[src/rtl/tron_mem_responder.sv]
// tron_mem_responder: word-addressed instruction/data store for the Tron CPU bus with programmable wait states.
module tron_mem_responder #(
    parameter int DEPTH       = 256,
    parameter int WAIT_STATES = 2
) (
    input  logic        clk,
    input  logic        reset,
    input  logic [15:0] addressIn,
    input  logic [15:0] writeData,
    input  logic        memRead,
    input  logic        memWrite,
    input  logic        fetch,
    output logic [15:0] instruction,
    output logic [15:0] readData,
    output logic        ready,
    output logic        busy,
    output logic        addrError,
    output logic        overrun
);
    localparam int AW = $clog2(DEPTH);
    typedef enum logic [1:0] {IDLE, WAIT, RESP} state_t;
    state_t        state_q, state_d;
    logic [3:0]    cnt_q, cnt_d;
    logic [AW-1:0] idx_q, idx;
    logic [15:0]   wdata_q, wdata, instr_q, rdata_q, rd_val;
    logic          wr_q, fetch_q, ok_q, aerr_q, ovr_q;
    logic          wr, fet, ok, req, accept, enter_resp;
    logic [15:0]   mem_q [DEPTH];

    // With zero wait states the response edge is the accept edge, so request fields bypass their latches.
    always_comb begin
        req        = memRead | memWrite;
        accept     = state_q == IDLE && req;
        idx        = accept ? addressIn[AW-1:0] : idx_q;
        wdata      = accept ? writeData : wdata_q;
        wr         = accept ? memWrite : wr_q;
        fet        = accept ? fetch : fetch_q;
        ok         = accept ? ({1'b0, addressIn} < 17'(DEPTH)) : ok_q;
        rd_val     = ok ? mem_q[idx] : 16'h0000;
        state_d    = state_q == IDLE ? (req ? (WAIT_STATES > 0 ? WAIT : RESP) : IDLE)
                   : state_q == WAIT ? (cnt_q == 4'd0 ? RESP : WAIT) : IDLE;
        cnt_d      = accept ? 4'(WAIT_STATES > 0 ? WAIT_STATES - 1 : 0)
                   : (state_q == WAIT && cnt_q != 4'd0) ? cnt_q - 4'd1 : cnt_q;
        enter_resp = state_d == RESP && state_q != RESP;
    end

    always_ff @(posedge clk) begin
        if (!reset) begin
            state_q <= IDLE;
            cnt_q   <= '0;
            idx_q   <= '0;
            wdata_q <= '0;
            wr_q    <= 1'b0;
            fetch_q <= 1'b0;
            ok_q    <= 1'b0;
            instr_q <= '0;
            rdata_q <= '0;
            aerr_q  <= 1'b0;
            ovr_q   <= 1'b0;
        end else begin
            state_q <= state_d;
            cnt_q   <= cnt_d;
            if (accept) begin
                idx_q   <= idx;
                wdata_q <= wdata;
                wr_q    <= wr;
                fetch_q <= fet;
                ok_q    <= ok;
                if (!ok) aerr_q <= 1'b1;
            end
            if (req && state_q != IDLE) ovr_q <= 1'b1;
            if (enter_resp) begin
                if (wr || !fet) rdata_q <= rd_val;
                if (!wr && fet) instr_q <= rd_val;
            end
        end
    end

    // Store has no reset; a write lands only on a response edge that is not also a reset edge.
    always_ff @(posedge clk) begin
        if (reset && enter_resp && wr && ok) mem_q[idx] <= wdata;
    end

    assign instruction = instr_q;
    assign readData    = rdata_q;
    assign ready       = state_q == RESP;
    assign busy        = state_q != IDLE;
    assign addrError   = aerr_q;
    assign overrun     = ovr_q;
endmodule
[config.mk]
export PLATFORM = sky130hd
export DESIGN_NAME = tron_mem_responder
export DESIGN_NICKNAME = d
export VERILOG_FILES = /design/src/rtl/tron_mem_responder.sv
export SDC_FILE = /design/constraint.sdc
export NUM_CORES = 2
export LEC_CHECK = 0
export CELL_PAD_IN_SITES_DETAIL_PLACEMENT = 0
export CELL_PAD_IN_SITES_GLOBAL_PLACEMENT = 2
export CORE_MARGIN = 2
export CORE_UTILIZATION = 35
export CTS_BUF_LIST = sky130_fd_sc_hd__clkbuf_4 sky130_fd_sc_hd__clkbuf_8 sky130_fd_sc_hd__clkbuf_16
export DETAILED_ROUTE_END_ITERATION = 10
export PLACE_DENSITY_LB_ADDON = 0.1
export SYNTH_ARGS = -nofsm -noshare
export SYNTH_HDL_FRONTEND = slang
export SYNTH_SLANG_ARGS = --single-unit
export TNS_END_PERCENT = 50
[constraint.sdc]
create_clock -name clk -period 9.7 [get_ports clk]
set_clock_uncertainty 0.15 [all_clocks]
set_input_delay 1.94 -clock clk [delete_from_list [all_inputs] [get_ports clk]]
set_output_delay 1.94 -clock clk [all_outputs]
set_load 0.01 [all_outputs]
# [Word-level counts from Yosys, hierarchy flattened]
# Memories as Yosys holds them, arrays and structs flattened.
# Cells that the tools add are included.
[totals] reg_bits=67 latchBits=0 mem_bits_rw=4096 mem_bits_ro=0 input_bits=37 output_inout_bits=36 word_cells=56 memories=1
[mem_list] memory="mem_q" depth=256 word_bits=16 rd=1 rd_clocked_by_memory_dff=0 wr=1 line="28" text="logic [15:0] mem_q [DEPTH];"
[classes] add_sub_neg=1 multipliers=0 div_mod_pow=0 magnitude_cmp=1 n_eq_ne=4 shifts=0 n_mux=14 bitwise=3 reduce_logical=20
[op_table] op="$mux W16" n=2
[op_table] op="$lt A16 B9 Y1 const B" n=1
[op_table] op="$logic_and A1 B1 Y1" n=8
[op_table] op="$mux W1" n=8
[op_table] op="$mux W8" n=1
[op_table] op="$mux W2" n=3
[op_table] op="$reduce_and A2 Y1" n=3
[op_table] op="$eq A2 B2 Y1 const B" n=2
[op_table] op="$logic_not A4 Y1" n=1
[op_table] op="$reduce_bool A2 Y1" n=2
[op_table] op="$reduce_bool A4 Y1" n=1
[op_table] op="$sub A4 B1 Y4 const B" n=1
[op_table] op="$eq A2 B1 Y1 const B" n=1
[op_table] op="$logic_not A1 Y1" n=2
[op_table] op="$logic_not A2 Y1" n=1
[op_table] op="$ne A2 B2 Y1 const B" n=1
[op_table] op="$not A1 Y1" n=2
[op_table] op="$reduce_or A2 Y1" n=1
[op_table] op="$logic_or A1 B1 Y1" n=1
[op_table] op="$or A1 B1 Y1" n=1

# [Depth between registers and ports, before layout]
[logic_depth] depth_word=11 depth_mapped=19 ltp_nobuf=11

# [Worst setup path after synthesis]
# No wires, ideal clock.
[synth_timing] kind="input port to flip-flop" startpoint="input port memRead" endpoint="memory mem_q[0][10], data pin" setup_ns=0.825 arrival_time_ns=6.411 required_time_ns=8.725 setup_slack_ns=2.315 cell_stages=10 n_path_buf=6 cell_sequence="or2_1 > buf_2 > buf_6 > nand2_1 > buf_2 > buf_4 > buf_2 > buf_1 > nand2_1 > nand2_1"
[synth_via] elab_chain_len=3
[synth_lines] element="start, declared" line="10" text="input logic memRead,"
[synth_lines] element="$or A1 B1 Y1" line="32" text="req = memRead | memWrite;"
[synth_lines] element="$logic_and A1 B1 Y1" line="33" text="accept = state_q == IDLE && req;"
[synth_lines] element="$mux W16" line="35" text="wdata = accept ? writeData : wdata_q;"
[synth_lines] element="named net wdata[10]" line="25" text="logic [15:0] wdata_q, wdata, instr_q, rdata_q, rd_val;"
[synth_lines] element="end, declared" line="28"
# The timed path passes the listed nets, and every way through them passes these cells.

# [Worst setup path after layout]
[layout_timing] startpoint="input port memWrite" endpoint="register rdata_q[4] (netlist: readData[4])"
[layout_via] elab_chain_len=6 word_cells_on_any_way=15 cone_classes="eq/ne: 1; mux: 7; bitwise: 1; reduce/logical: 5; memory: 1"
[layout_lines] element="start, declared" line="11" text="input logic memWrite,"
[layout_lines] element="parallel branches: the longest is 6 deep, another holds $mem_v2 Z256 W16"
[layout_lines] element="end signal, assigned" line="73" text="if (wr || !fet) rdata_q <= rd_val;"
[layout_lines] element="end, declared" line="25"
# Several ways; the timed one is not identified.
# A chain may end at the register's enable or synchronous reset.

==> out/metrics.cfg <==
[floorplan]
die_x_um = 685.6
coreArea_sq_um = 463300
start_util_pct = 35.10
die_y_um = 685.6
rows = 250
die_area_sq_um = 470000
pin_count = 73

[power]
switchingPower_mw = 11.86
p_sw_share_pct = 27.19
p_leak_nw = 60.46
intPower_mw = 31.77
pwr-share-clk_pct = 39.8
p_comb_share_pct = 13.4
peakVddDrop_uv = 153.0
seq_power_share_pct = 46.8
p_per_area_nw_per_um2 = 231.5

[global_route]
antenna_found_initial = 61
grt_max_degree = 155
grt_pass1_wl_um = 858000
grt_overflow = 0
grtUsageTotal_pct = 26.47
grt_pass1_vias = 94720

[worst_hold_path]
whs_path_depth = 1
hold_class = flip-flop to flip-flop
worstHoldEndpoint = addrError$_SDFFE_PN0P_
holdCritStartpoint = addrError$_SDFFE_PN0P_

[timing]
grt_setup_unrepaired = false
drv_slew = 2
slew_headroom_pct = -0.2838
final_hold_viol_count = 0
setup_viol = 0
holdWs_ns = 0.3240
post-route-period-util_pct = 79.35
period_needed_ns = 7.697
worst_pin_slew_ns = 1.492
max_clock_freq_mhz = 129.9
tns_ns = 0
timing.final.ws_setup_ns = 2.003

[routing]
route.final.wire_length_um = 637900
drtAntennaViolNets = 0
route.met2.wl_um = 293900
dr.pass1.iters = 6
drt_iter0_drc = 10890
post_drt_wl_per_cell_um = 36.96
drc = 0
num_vias = 99490
wl_met1_um = 276200
highest_layer = met5
route.met3.wl_um = 42330
via_per_inst = 5.764

[placed_design]
dp_hpwl_um = 381600
portBuffers = 72
post-place-ws_ns = 1.037
gp_congestion = 0.8701

[synth]
synth_compound_area_share_pct = 8.077
synth_top_family_by_area = simple AND/OR/NAND/NOR gates
ys_seq_area_share_pct = 76.48
synth_edf_count = 4096
ys_types = 91
muxShareOfSynthArea_pct = 5.014
netlist_area_sq_um = 162600
ys_ff_latch = 4163
synth-simple-area-share_pct = 8.151
ys_warn_count = 0
yosys.area_share.adder_pct = 0.01539
avgSynthCellArea_sq_um = 15.69
synthCells = 10360
synth-xor-area-share_pct = 0.01616
synth_ff_type = edfxtp_1
async_reset_ff_share_pct = 0
syn-num-nets = 10400

[flow_run]
drv_cap = 2

[layout]
fill_cells = 42120
area_growth_pct = 15.90
drive_above_1_share_pct = 14.97
layout.nets = 10710

[critical_path]
crit_buf_inv = 5
r2r_start = state_q[1]$_SDFF_PN0_
regToRegSetupSlack_ns = 2.45
cpMaxStageDelayCell = a2111oi_0
crit_path_max_fanout = 127
crit_path_frequent_cell = buf_4
cp_slowest_stage_delay_ns = 0.83
rr_endpoint = readData[0]$_SDFFE_PN0P_
crit_cells = 15
critical_path_class = input port to flip-flop
r2r_cells = 12
crit_chain = clkdlybuf4s50_1 -> or2_1 -> buf_4 -> nand3_4 -> nand2_8 -> buf_12 -> mux2i_1 -> a32oi_1 -> a41oi_1 -> buf_4 -> a2111oi_0 -> buf_4 -> and4_1 -> nand3_1 -> a21boi_0
cp.required_ns = 10.49
critical-path-top-delay-family = buffers and inverters
arrival_ns = 8.48
start_kind = input port
end_kind = flip-flop

[clock_network]
post-cts-setup-buffers = 0
cts_sinks = 4163
cts_buffer_depth = 4
cts_hold_buffers = 0
cts-root-buf = clkbuf_16
insertion_delay_ns = 1.01
h-tree-depth = 5
cts_tree = done
cts.reportedPaths.clkPinSlew_ns = 0.06
post_cts_resized = 0
cts-buffers-inserted = 458

[status]
status = finished with violations
failed_checks = capacitance limit, slew limit

## cell families (layout without fill, tap and decap cells)
| family | after synthesis | after routing |
|---|---|---|
| AO/OA/AOI/OAI | 1679 | 1679 |
| XOR/XNOR | 3 | 3 |
| adder cells (fa/ha/maj) | 2 | 2 |
| buffers and inverters | 734 | 1431 |
| flip-flops | 4163 | 4163 |
| multiplexers | 775 | 775 |
| other | 0 | 29 |
| AND/OR/NAND/NOR | 3005 | 3005 |
## power groups by stage
stage,Clock [mW],Sequential (mW),Combinational [mW]
finish,17.4,20.4,5.85
global placement,0,20.8,5.77
floorplan,0,21.0,2.85
global route,18.3,20.4,6.06
CTS,17.6,20.4,5.83
detailed placement,0,20.8,5.82
## stage by stage
step | area, sq um | total power, mW | std cells | utilization, %
6_report | 188400 | 43.63 | 17260 | 40.68
2_1_floorplan | 162600 | 23.88 | 10360 | -
3_5_place_dp | 173500 | 26.59 | 16380 | 37.45
5_1_grt | 188400 | 44.76 | 17240 | 40.67
4_1_cts | 188400 | 43.87 | 17230 | 40.66
3_3_place_gp | 173400 | 26.54 | 16380 | 37.43
## registers in the layout (all words and copies together) (netlist names)
register	count
mem_q	4096
instruction	16
readData	16
wdata_q	16
idx_q	8
cnt_q	4
state_q	2
addrError	1
fetch_q	1
ok_q	1
overrun	1
wr_q	1
## synth_stat cells (all sizes together) (7+ instances only)
master   number  area (sq um)
nand2b       11         68.82
nor2        304          1181
a21boi       17         138.9
a2111oi      66         580.6
clkbuf      238         894.6
nor2b        12         75.07
nor4         53         337.8
o22ai        36         251.5
a21oi        49         245.2
o21a          8         60.06
nand2      1835          6895
a311oi        8         70.07
nand3       252          1266
a31oi       157         982.2
nand4        54         337.8
edfxtp     4096        123000
a221oi       34         297.8
a211oi      350          2638
o21ai       152         768.2
nand4b        7         61.31
and2         30         187.7
o41ai        13         121.4
nor3         18         90.09
or4           9         67.56
a32oi       576          5045
o31ai         7         52.55
a32o         50         500.5
and4          8         70.07
buf         492          2749
a41oi        79         691.9
a22oi        11         87.58
mux4         31         698.2
and3        392          2452
o22a         11         96.34
dfxtp        67          1341
mux2i       739          7397
a41o         12         120.1
## worst reg2reg max path, stage by stage (launching register included)
cell and delay, ns:
dfxtp_1 0.35, nor2_4 0.75, inv_2 0.58, nor4b_1 0.98, nor2_4 0.37, nor2_4 0.75
buf_12 0.34, buf_4 0.56, a32oi_1 0.20, a41oi_1 1.03, a21oi_1 0.51, and4_1 0.36
a32o_1 0.22
## placed cells by master, fill, tap and decap left out, types with 18 or more instances in the layout
cell / n
a21oi_1: 49
nand2_2: 21
a32oi_1: 576
mux4_2: 31
nor2_2: 244
clkinv_1: 108
and3_1: 391
a32o_1: 50
nor2_1: 31
o21ai_0: 134
nand2_1: 1794
buf_12: 74
clkinv_2: 93
nand4_1: 54
a31oi_1: 152
nand3_1: 250
nor2_4: 29
and2_1: 30
edfxtp_1: 4096
o22ai_1: 33
clkbuf_4: 110
nand2_4: 19
a41oi_1: 78
bufinv_16: 33
diode_2: 29
a2111oi_0: 62
nor3_1: 18
a211oi_1: 346
clkdlybuf4s50_1: 71
clkbuf_16: 469
dfxtp_1: 67
buf_4: 429
mux2i_1: 738
a221oi_1: 34
nor4_1: 45
## area by class of cell
class	count	area (sq um)	area share (%)
flip-flops and latches	4163	124300	65.98
clock buffers	583	12620	6.699
well taps	6174	7725	4.099
inverters	4	15.01	0.007968
repair buffers	580	5483	2.910
diodes	29	72.57	0.03851
multi-input cells	5464	35930	19.07
clock inverters	264	2253	1.196
## metal layers
layer / GRT usage [%] / vias to the layer above
met5: 0 / -
met4: 9.233 / 6
met3: 3.931 / 812
met2: 41.92 / 3814
met1: 37.26 / 53280
li1: - / 41580
## how the worst max path moves through the flow
stage,startpoint,to
finish,memWrite,readData[4]$_SDFFE_PN0P_
global route,memWrite,readData[4]$_SDFFE_PN0P_
CTS,memRead,instruction[0]$_SDFFE_PN0P_
detailed placement,memWrite,instruction[0]$_SDFFE_PN0P_
global placement,memRead,readData[3]$_SDFFE_PN0P_
floorplan,memRead,mem_q[0][10]$_DFFE_PP_
Note: power is estimated with default switching activity, not from simulation.
